[config.mk]
export PLATFORM = sky130hd
export DESIGN_NAME = voice_allocator_flat
export DESIGN_NICKNAME = d
export VERILOG_FILES = /design/src/rtl/voice_allocator_if.sv /design/src/rtl/voice_allocator.sv /design/src/flat_wrapper.sv
export SDC_FILE = /design/constraint.sdc
export NUM_CORES = 1
export LEC_CHECK = 0
export ABC_CLOCK_PERIOD_IN_PS = 9300
export BUFFER_PORTS_ARGS = -buffer_cell sky130_fd_sc_hd__buf_2
export CAP_MARGIN = 20
export CORE_ASPECT_RATIO = 1.1
export CORE_MARGIN = 2
export CORE_UTILIZATION = 30
export DETAILED_ROUTE_END_ITERATION = 12
export GPL_ROUTABILITY_DRIVEN = 0
export SLEW_MARGIN = 25
export SYNTH_ARGS = -nofsm -noshare
export SYNTH_HDL_FRONTEND = slang
export SYNTH_SLANG_ARGS = --single-unit
export TNS_END_PERCENT = 50
[constraint.sdc]
create_clock -name clk_i -period 9.3 [get_ports clk_i]
set_input_delay 0.465 -clock clk_i [delete_from_list [all_inputs] [get_ports clk_i]]
set_output_delay 0.465 -clock clk_i [all_outputs]
set_load 0.02 [all_outputs]
[src/rtl/voice_allocator_if.sv]
// Key-input and voice-output bundle of the polyphonic voice allocator.
// The allocator sits on the slave side; the key source / voice consumer on the master side.
interface voice_allocator_if #(
    parameter int unsigned KEYS   = 8,
    parameter int unsigned VOICES = 4
);
    localparam int unsigned KW = $clog2(KEYS);

    logic [KEYS-1:0]        sw;
    logic [VOICES-1:0]      voice_act_o;
    logic [VOICES*KW-1:0]   voice_key_o;
    logic [VOICES-1:0]      voice_trig_o;
    logic                   steal_o;
    logic                   busy_o;

    modport master (
        output sw,
        input  voice_act_o,
        input  voice_key_o,
        input  voice_trig_o,
        input  steal_o,
        input  busy_o
    );

    modport slave (
        input  sw,
        output voice_act_o,
        output voice_key_o,
        output voice_trig_o,
        output steal_o,
        output busy_o
    );
endinterface

[src/rtl/voice_allocator.sv]
// Polyphonic voice allocator: synchronises raw keys, serialises press/release events
// lowest-key-first, and maps them onto voice slots with oldest-voice stealing.
module voice_allocator #(
    parameter int unsigned KEYS   = 8,
    parameter int unsigned VOICES = 4
) (
    input  logic             clk_i,
    input  logic             rst_i,
    voice_allocator_if.slave bus
);
    localparam int unsigned KW = $clog2(KEYS);
    localparam int unsigned AW = $clog2(VOICES);

    // Reset age ordering: voice v has age v, so the highest voice is stolen first.
    function automatic logic [VOICES*AW-1:0] age_init();
        logic [VOICES*AW-1:0] a;
        a = '0;
        for (int v = 0; v < int'(VOICES); v++) a[v*AW +: AW] = AW'(v);
        return a;
    endfunction

    localparam logic [VOICES*AW-1:0] AGE_INIT = age_init();

    logic [KEYS-1:0]      sync_q, s_q, key_r_q, key_r_n;
    logic [VOICES-1:0]    act_q, act_n, trig_q, trig_n;
    logic [VOICES*KW-1:0] key_q, key_n;
    logic [VOICES*AW-1:0] age_q, age_n;
    logic                 steal_q, steal_n, busy_q;

    logic [KEYS-1:0]      pending;
    logic                 ev_valid;
    logic [KW-1:0]        ev_key;
    logic                 free_any;
    logic [AW-1:0]        free_idx, oldest_idx, alloc_idx, alloc_age;
    logic [VOICES-1:0]    match_vec;

    // Event selection: lowest pending key, and the voice that would receive it.
    always_comb begin
        pending    = s_q ^ key_r_q;
        ev_valid   = 1'b0;
        ev_key     = '0;
        free_any   = 1'b0;
        free_idx   = '0;
        oldest_idx = '0;
        alloc_age  = '0;
        match_vec  = '0;
        for (int i = 0; i < int'(KEYS); i++) begin
            if (pending[i] && !ev_valid) begin
                ev_valid = 1'b1;
                ev_key   = KW'(i);
            end
        end
        for (int v = 0; v < int'(VOICES); v++) begin
            if (!act_q[v] && !free_any) begin
                free_any = 1'b1;
                free_idx = AW'(v);
            end
            if (age_q[v*AW +: AW] == AW'(VOICES - 1)) oldest_idx = AW'(v);
            match_vec[v] = act_q[v] && (key_q[v*KW +: KW] == ev_key);
        end
        alloc_idx = free_any ? free_idx : oldest_idx;
        for (int v = 0; v < int'(VOICES); v++) begin
            if (AW'(v) == alloc_idx) alloc_age = age_q[v*AW +: AW];
        end
    end

    // Next voice state for the one event handled this cycle.
    always_comb begin
        key_r_n = key_r_q;
        act_n   = act_q;
        key_n   = key_q;
        age_n   = age_q;
        trig_n  = '0;
        steal_n = 1'b0;
        if (ev_valid) begin
            key_r_n[ev_key] = s_q[ev_key];
            if (s_q[ev_key]) begin
                steal_n = !free_any;
                for (int v = 0; v < int'(VOICES); v++) begin
                    if (AW'(v) == alloc_idx) begin
                        act_n[v]           = 1'b1;
                        key_n[v*KW +: KW]  = ev_key;
                        trig_n[v]          = 1'b1;
                        age_n[v*AW +: AW]  = '0;
                    end else if (age_q[v*AW +: AW] < alloc_age) begin
                        age_n[v*AW +: AW]  = age_q[v*AW +: AW] + AW'(1);
                    end
                end
            end else begin
                // A stolen note finds no match and leaves the voices untouched.
                act_n = act_q & ~match_vec;
            end
        end
    end

    always_ff @(posedge clk_i or posedge rst_i) begin
        if (rst_i) begin
            sync_q  <= '0;
            s_q     <= '0;
            key_r_q <= '0;
            act_q   <= '0;
            key_q   <= '0;
            age_q   <= AGE_INIT;
            trig_q  <= '0;
            steal_q <= 1'b0;
            busy_q  <= 1'b0;
        end else begin
            sync_q  <= bus.sw;
            s_q     <= sync_q;
            key_r_q <= key_r_n;
            act_q   <= act_n;
            key_q   <= key_n;
            age_q   <= age_n;
            trig_q  <= trig_n;
            steal_q <= steal_n;
            busy_q  <= |pending;
        end
    end

    assign bus.voice_act_o  = act_q;
    assign bus.voice_key_o  = key_q;
    assign bus.voice_trig_o = trig_q;
    assign bus.steal_o      = steal_q;
    assign bus.busy_o       = busy_q;
endmodule

[src/flat_wrapper.sv]
// flat-port wrapper written by rule: the top's interface ports become plain ports
module voice_allocator_flat 
#(
    parameter int unsigned KEYS   = 8,
    parameter int unsigned VOICES = 4
)
  (clk_i, rst_i, bus_sw, bus_voice_act_o, bus_voice_key_o, bus_voice_trig_o, bus_steal_o, bus_busy_o);
  voice_allocator_if #(.KEYS(KEYS), .VOICES(VOICES)) bus_i ();
  input  logic clk_i;
  input  logic rst_i;
  input wire logic [$bits(bus_i.sw)-1:0] bus_sw;
  output wire logic [$bits(bus_i.voice_act_o)-1:0] bus_voice_act_o;
  output wire logic [$bits(bus_i.voice_key_o)-1:0] bus_voice_key_o;
  output wire logic [$bits(bus_i.voice_trig_o)-1:0] bus_voice_trig_o;
  output wire logic [$bits(bus_i.steal_o)-1:0] bus_steal_o;
  output wire logic [$bits(bus_i.busy_o)-1:0] bus_busy_o;
  assign bus_i.sw = bus_sw;
  assign bus_voice_act_o = bus_i.voice_act_o;
  assign bus_voice_key_o = bus_i.voice_key_o;
  assign bus_voice_trig_o = bus_i.voice_trig_o;
  assign bus_steal_o = bus_i.steal_o;
  assign bus_busy_o = bus_i.busy_o;
  voice_allocator #(.KEYS(KEYS), .VOICES(VOICES)) u_core (.clk_i(clk_i), .rst_i(rst_i), .bus(bus_i));
endmodule
==> metrics.txt, run 1 <==
status finished, final reports clean; YS warnings 0; storage element area 0.001356 mm2; layout cells sized above 1 22.04%; final worst-path cycle share 38.19%; Async SR Flop Fraction 100.0%; CTS Buffer Depth 2; cts repair resizes 0; Clk pin slew, worst setup/hold paths 0.10 ns; number of flops mapped to enable cells by yosys 0; top-level port count 32; sequential power share 34.6%; clock share of power 14.8%; DRC 0; postcts setup bufs 0; ant diodes 0; CP required 9.54 ns; cts bufs inserted 5; Syn Inst Count 271; Tot GR Track Use 12.73%; setup tns final 0 ns; sequential fraction of the synthesis area 48.68%; Fin. Hold Viols 0; htree depth 2; clk_skew 0.009220 ns; TritonCTS clock tree yes; largest net degree at the start of global routing 55; fmax 281.6 MHz; Min-Delay Path Class in -> reg; Synth Net Count 288; area occupied by multi-input gates 0.001351 mm2; fillcell total 905; core area 0.008964 mm2; detailed router's first-iteration violation count 66; crit path capture type register; worst slew pin tran 0.8969 ns; internal power 0.6173 mW; final slew viol count 0; Avg Inst Size Synth 10.28 um2; GRT overflow 0; placed cells 410; initial core utilization 31.09%; Clk Latency, worst-skew pair 0.30 ns; Most used DFF post-synth dfrtp_1; Switch Pwr 0.4892 mW; DP Area 0.003058 mm2; RSZ-0062 raised after global routing no; vias in the first global route 2110; fin nets 320; port bufs 31; MaxCap Viol Count 0; Comb power frac 50.6%; switching portion of total power 44.21%; fin crit period 3.552 ns; HPWL reported at the end of detailed placement 4495 um; Worst Setup Start Kind register; Lkg Pwr 1.416 nW; Worst Path Max Fanout 5; FP Rows 36; Peak VDD IR 0.1010 mV; FF+latch count, synth 54; cts-stage hold buffer count 0; first-pass GRT wire length 10270 um; area grow syn2layout 13.92%; P per Cell Area 348.6 mW/mm2; DR WL/cell 14.43 um; CTS Root Cell clkbuf_8; non-filler cells, final 418; DIE WIDTH 95.89 um; initial antenna violation count 0; chip height 105.1 um; Place WS 5.875 ns; via count 2163; Post-Syn Area 0.002786 mm2; post-layout instance area 0.003174 mm2; ANT nets after route 0; drt pass-1 iters 4; # clock sinks 54; final setup violation count 0; final setup margin 5.748 ns; max_slew headroom 39.45%; Via density 5.175; CP Data Arrival Time 3.79 ns; die area 0.01008 mm2; WS Path Type reg -> reg; Post-Route WL 6031 um; Final Total Pwr 1.107 mW; reg2reg setup slack 5.75 ns; number of distinct library cells after synthesis 53
[per-stage QoR]
step	util (%)	hold WS, ns
final	35.41	0.2589
after global routing	35.41	0.2400
after CTS	35.41	0.2474
after detailed placement	34.12	0.3364
after global placement	34.12	0.3341
after floorplan	-	0.3312
[cell type report]
class | instances | area share, %
tap | 114 | 4.494
multi-input combinational | 198 | 42.57
clock inverter | 1 | 0.9460
timing repair buffer | 32 | 5.124
clock buffer | 7 | 2.720
sequential | 54 | 42.73
inverter | 12 | 1.419
[routing by layer]
metal	vias up	wire length (um)	global-route usage, %
met2	53	2923	20.63
li1	1058	-	-
met5	-	0	0
met1	1046	2782	17.70
met3	6	273	2.668
met4	0	52	2.143
[layout by cell type, fill, tap and decap left out, types with 4 or more instances in the layout]
cell,n
dfstp_2,4
nand2_1,28
o31ai_1,7
dfrtp_1,50
a211oi_1,4
mux2_2,16
xor2_1,10
nand4_1,4
nor2_1,17
ha_1,7
inv_1,11
and3_1,4
buf_2,31
o211ai_1,5
a21oi_1,12
nand3_1,5
clkbuf_8,6
o21ai_0,27
xnor2_1,9
[critical path, stage by stage (launching register included)]
cell	delay (ns)
dfstp_2	0.57
ha_1	0.20
nor2b_1	0.06
o31ai_1	0.52
nand2_1	0.21
nand2_1	0.17
o21ai_0	0.09
o21ai_0	0.47
ha_1	0.35
a21o_1	0.18
a31oi_1	0.18
nor3b_1	0.29
mux2_2	0.20
[synth_stat cells (2+ instances only)]
library cell  instances  area [um2]
a211oi_1              4       30.03
a21o_1                2       15.01
a21oi_1              12       60.06
a31oi_1               3       18.77
and2_1                2       12.51
and3_1                4       25.02
clkbuf_1              6       22.52
dfrtp_1              50        1251
dfstp_2               4       105.1
ha_1                  7       87.58
inv_1                12       45.04
mux2_2               16       180.2
mux2i_1               2       20.02
nand2_1              28       105.1
nand3_1               5       25.02
nand4_1               4       25.02
nor2_1               17       63.81
nor2_2                2       12.51
nor2b_1               2       12.51
o211ai_1              5       37.54
o21ai_0              27       135.1
o311ai_0              2       17.52
o31ai_1               7       52.55
o32ai_1               2       17.52
xnor2_1               9       78.83
xor2_1               10       87.58
[cells by family (layout without fill, tap and decap cells)]
family,count (synthesis),count (layout),synth area share [%]
compound gates,81,81,19.13
simple gates,72,72,12.71
flops,54,54,48.68
xor+xnor,19,19,5.972
buf+inv,19,52,2.829
mux,18,18,7.184
fa+ha+maj,8,8,3.502
[state kept, by name, summed over array words and instances (netlist names)]
signal	count
u_core.bus.steal_o	1
u_core.s_q	8
u_core.sync_q	8
u_core.key_r_q	8
u_core.bus.voice_trig_o	4
u_core.age_q	8
u_core.bus.busy_o	1
u_core.bus.voice_act_o	4
u_core.bus.voice_key_o	12
[power by group through the flow]
stage	clock, mW	sequential, mW	combinational [mW]
2_1_floorplan	0	0.407	0.402
3_3_place_gp	0	0.384	0.551
6_report	0.164	0.383	0.560
3_5_place_dp	0	0.387	0.559
5_1_grt	0.182	0.395	0.632
4_1_cts	0.170	0.382	0.562
[path summary, 6_finish.rpt]
check / startpoint / to / cells past startpoint
min in group asynchronous: rst_i / u_core.s_q[6]$_DFF_PP0_ / 3
max in group asynchronous: rst_i / u_core.bus.voice_key_o[7]$_DFFE_PP0P_ / 3
worst min-delay path: bus_sw[5] / u_core.sync_q[5]$_DFF_PP0_ / 1
worst max register to register: u_core.age_q[5]$_DFFE_PP1P_ / u_core.age_q[4]$_DFFE_PP0P_ / 12
worst max-delay path: u_core.age_q[5]$_DFFE_PP1P_ / u_core.age_q[4]$_DFFE_PP0P_ / 12
worst min register to register: u_core.sync_q[5]$_DFF_PP0_ / u_core.s_q[5]$_DFF_PP0_ / 0
Power figures use the tool's default switching activity.
==> run 2, diff against run 1 <==
--- a/config.mk
+++ b/config.mk
@@ -5,7 +5,7 @@
 export SDC_FILE = /design/constraint.sdc
 export NUM_CORES = 1
 export LEC_CHECK = 0
-export ABC_CLOCK_PERIOD_IN_PS = 9300
+export ABC_CLOCK_PERIOD_IN_PS = 3500
 export BUFFER_PORTS_ARGS = -buffer_cell sky130_fd_sc_hd__buf_2
 export CAP_MARGIN = 20
 export CORE_ASPECT_RATIO = 1.1
==> constraint.sdc (replaced) <==
create_clock -name clk_i -period 3.5 [get_ports clk_i]
set_input_delay 0.175 -clock clk_i [delete_from_list [all_inputs] [get_ports clk_i]]
set_output_delay 0.175 -clock clk_i [all_outputs]
set_load 0.02 [all_outputs]
==> run 2 against run 1 <==
Die area did not move. Critical endpoint unchanged. Highest routed layer unchanged. Largest power group unchanged. Flip-flop and latch count did not move. Global-route usage rose by 0.24 points. Clock power rose by 130%. Non-clock buffer count rose by 13. Largest cell class unchanged. First-iteration DRC count rose by 24%.
==> metrics.txt, run 2 (same netlist as run 1, synthesis figures left out) <==
status finished, final reports clean; Largest register FFs 12; worst path bufs/invs 0; area grow syn2layout 17.69%; Worst Path Max Fanout 5; CP Data Arrival Time 3.43 ns; post-layout instance area 0.003279 mm2; storage element area 0.001356 mm2; fmax 315.2 MHz; core area 0.008964 mm2; CTS Root Cell clkbuf_8; crit path capture type register; TritonCTS clock tree yes; Clk pin slew, worst setup/hold paths 0.11 ns; RSZ-0062 raised after global routing no; fillcell total 920; # clock sinks 54; cts bufs inserted 5; Via density 5.081; die area 0.01008 mm2; layout cells sized above 1 22.71%; initial antenna violation count 0; DP Area 0.003090 mm2; worst slew pin tran 0.8743 ns; largest net degree at the start of global routing 51; port bufs 31; switching portion of total power 45.05%; postcts setup bufs 0; final setup violation count 0; CP required 3.76 ns; final slew viol count 0; MaxCap Viol Count 0; DR WL/cell 14.20 um; internal power 1.607 mW; final worst-path cycle share 90.64%; ANT nets after route 0; Fin. Hold Viols 0; commonest non-fill, non-tap cell in the layout dfrtp_1; GRT overflow 0; Tot GR Track Use 12.98%; critical path's slowest cell o311ai_0; Peak VDD IR 0.2740 mV; Switch Pwr 1.318 mW; via count 2190; DIE WIDTH 95.89 um; most frequent cells in the layout 50 x dfrtp_1, 31 x buf_2, 28 x nand2_1; CP Cell Sequence ha_1, o311ai_0, o21ai_0, ha_1, a21o_1, a31oi_1, nor3b_1, mux2_2; FP Rows 36; htree depth 2; max_slew headroom 40.97%; Place WS 0.3987 ns; fin crit period 3.172 ns; Post-Route WL 6120 um; drt pass-1 iters 4; Worst Setup Start Kind register; Comb power frac 52.3%; chip height 105.1 um; vias in the first global route 2171; slowest stage delay, CP 0.78 ns; P per Cell Area 892.1 mW/mm2; sequential power share 34.7%; Lkg Pwr 1.463 nW; Clk Latency, worst-skew pair 0.31 ns; Min-Delay Path Class reg -> reg; setup tns final 0 ns; top-level port count 32; CTS Buffer Depth 2; clock share of power 13.0%; first-pass GRT wire length 10430 um; ant diodes 0; most frequent CP cell ha_1; WS Path Type reg -> reg; initial core utilization 31.09%; clk_skew 0.007656 ns; fin nets 333; detailed router's first-iteration violation count 82; final setup margin 0.3275 ns; HPWL reported at the end of detailed placement 4568 um; CP delay by family, top compound AO/OA/AOI/OAI gates; area occupied by multi-input gates 0.001351 mm2; DRC 0
==> run 2: routing by layer <==
metal,part of all wire [%],vias to the layer above,track usage [%]
li1,-,1075,-
met1,47,1070,17.58
met2,49,38,20.68
met3,3.3,7,2.956
met4,1.1,0,3.571
met5,0,-,0
==> run 2: layout make-up <==
cell class | instances | area share [%]
clock buffers | 6 | 2.518
repair buffers | 45 | 8.623
flip-flops and latches | 54 | 41.36
well taps | 114 | 4.349
multi-input cells | 198 | 41.21
clock inverters | 2 | 0.4960
inverters | 12 | 1.450
==> run 2: power by group through the flow <==
stage,registers [mW],logic (mW),clock network [mW]
global route,1.05,1.72,0.418
floorplan,1.08,1.07,0
detailed placement,1.03,1.52,0
finish,1.02,1.53,0.379
CTS,1.02,1.54,0.390
global placement,1.02,1.50,0
==> run 2: repair_timing <==
item,in CTS,in global routing
hold buffers,9,0
gates resized for setup,0,0
endpoints found under the hold margin,53,0
==> run 2: worst register-to-register path: stages, from the launching register on <==
cell and delay [ns]:
dfrtp_1 0.44, ha_1 0.26, o311ai_0 0.78, o21ai_0 0.43
ha_1 0.41, a21o_1 0.18, a31oi_1 0.16, nor3b_1 0.26
mux2_2 0.20
==> run 2: worst paths after layout <==
check / startpoint / endpoint / slack, ns / depth (start not counted)
max in group asynchronous: rst_i / u_core.bus.voice_key_o[1]$_DFFE_PP0P_ / 2.49 / 4
setup reg to reg: u_core.age_q[4]$_DFFE_PP0P_ / u_core.age_q[4]$_DFFE_PP0P_ / 0.33 / 8
hold reg to reg: u_core.sync_q[4]$_DFF_PP0_ / u_core.s_q[4]$_DFF_PP0_ / 0.36 / 0
hold / removal: u_core.sync_q[4]$_DFF_PP0_ / u_core.s_q[4]$_DFF_PP0_ / 0.36 / 0
min in group asynchronous: rst_i / u_core.bus.voice_trig_o[3]$_DFF_PP0_ / 0.50 / 3
setup / recovery: u_core.age_q[4]$_DFFE_PP0P_ / u_core.age_q[4]$_DFFE_PP0P_ / 0.33 / 8
==> run 2: per-stage QoR <==
stage / std cells / util [%] / power, mW / hold WS [ns]
after floorplan: 271 / - / 2.150 / 0.2064
after CTS: 431 / 36.59 / 2.944 / 0.3593
final: 431 / 36.59 / 2.926 / 0.3568
after detailed placement: 414 / 34.48 / 2.552 / 0.2844
after global placement: 414 / 34.45 / 2.523 / 0.2841
after global routing: 431 / 36.59 / 3.180 / 0.3662
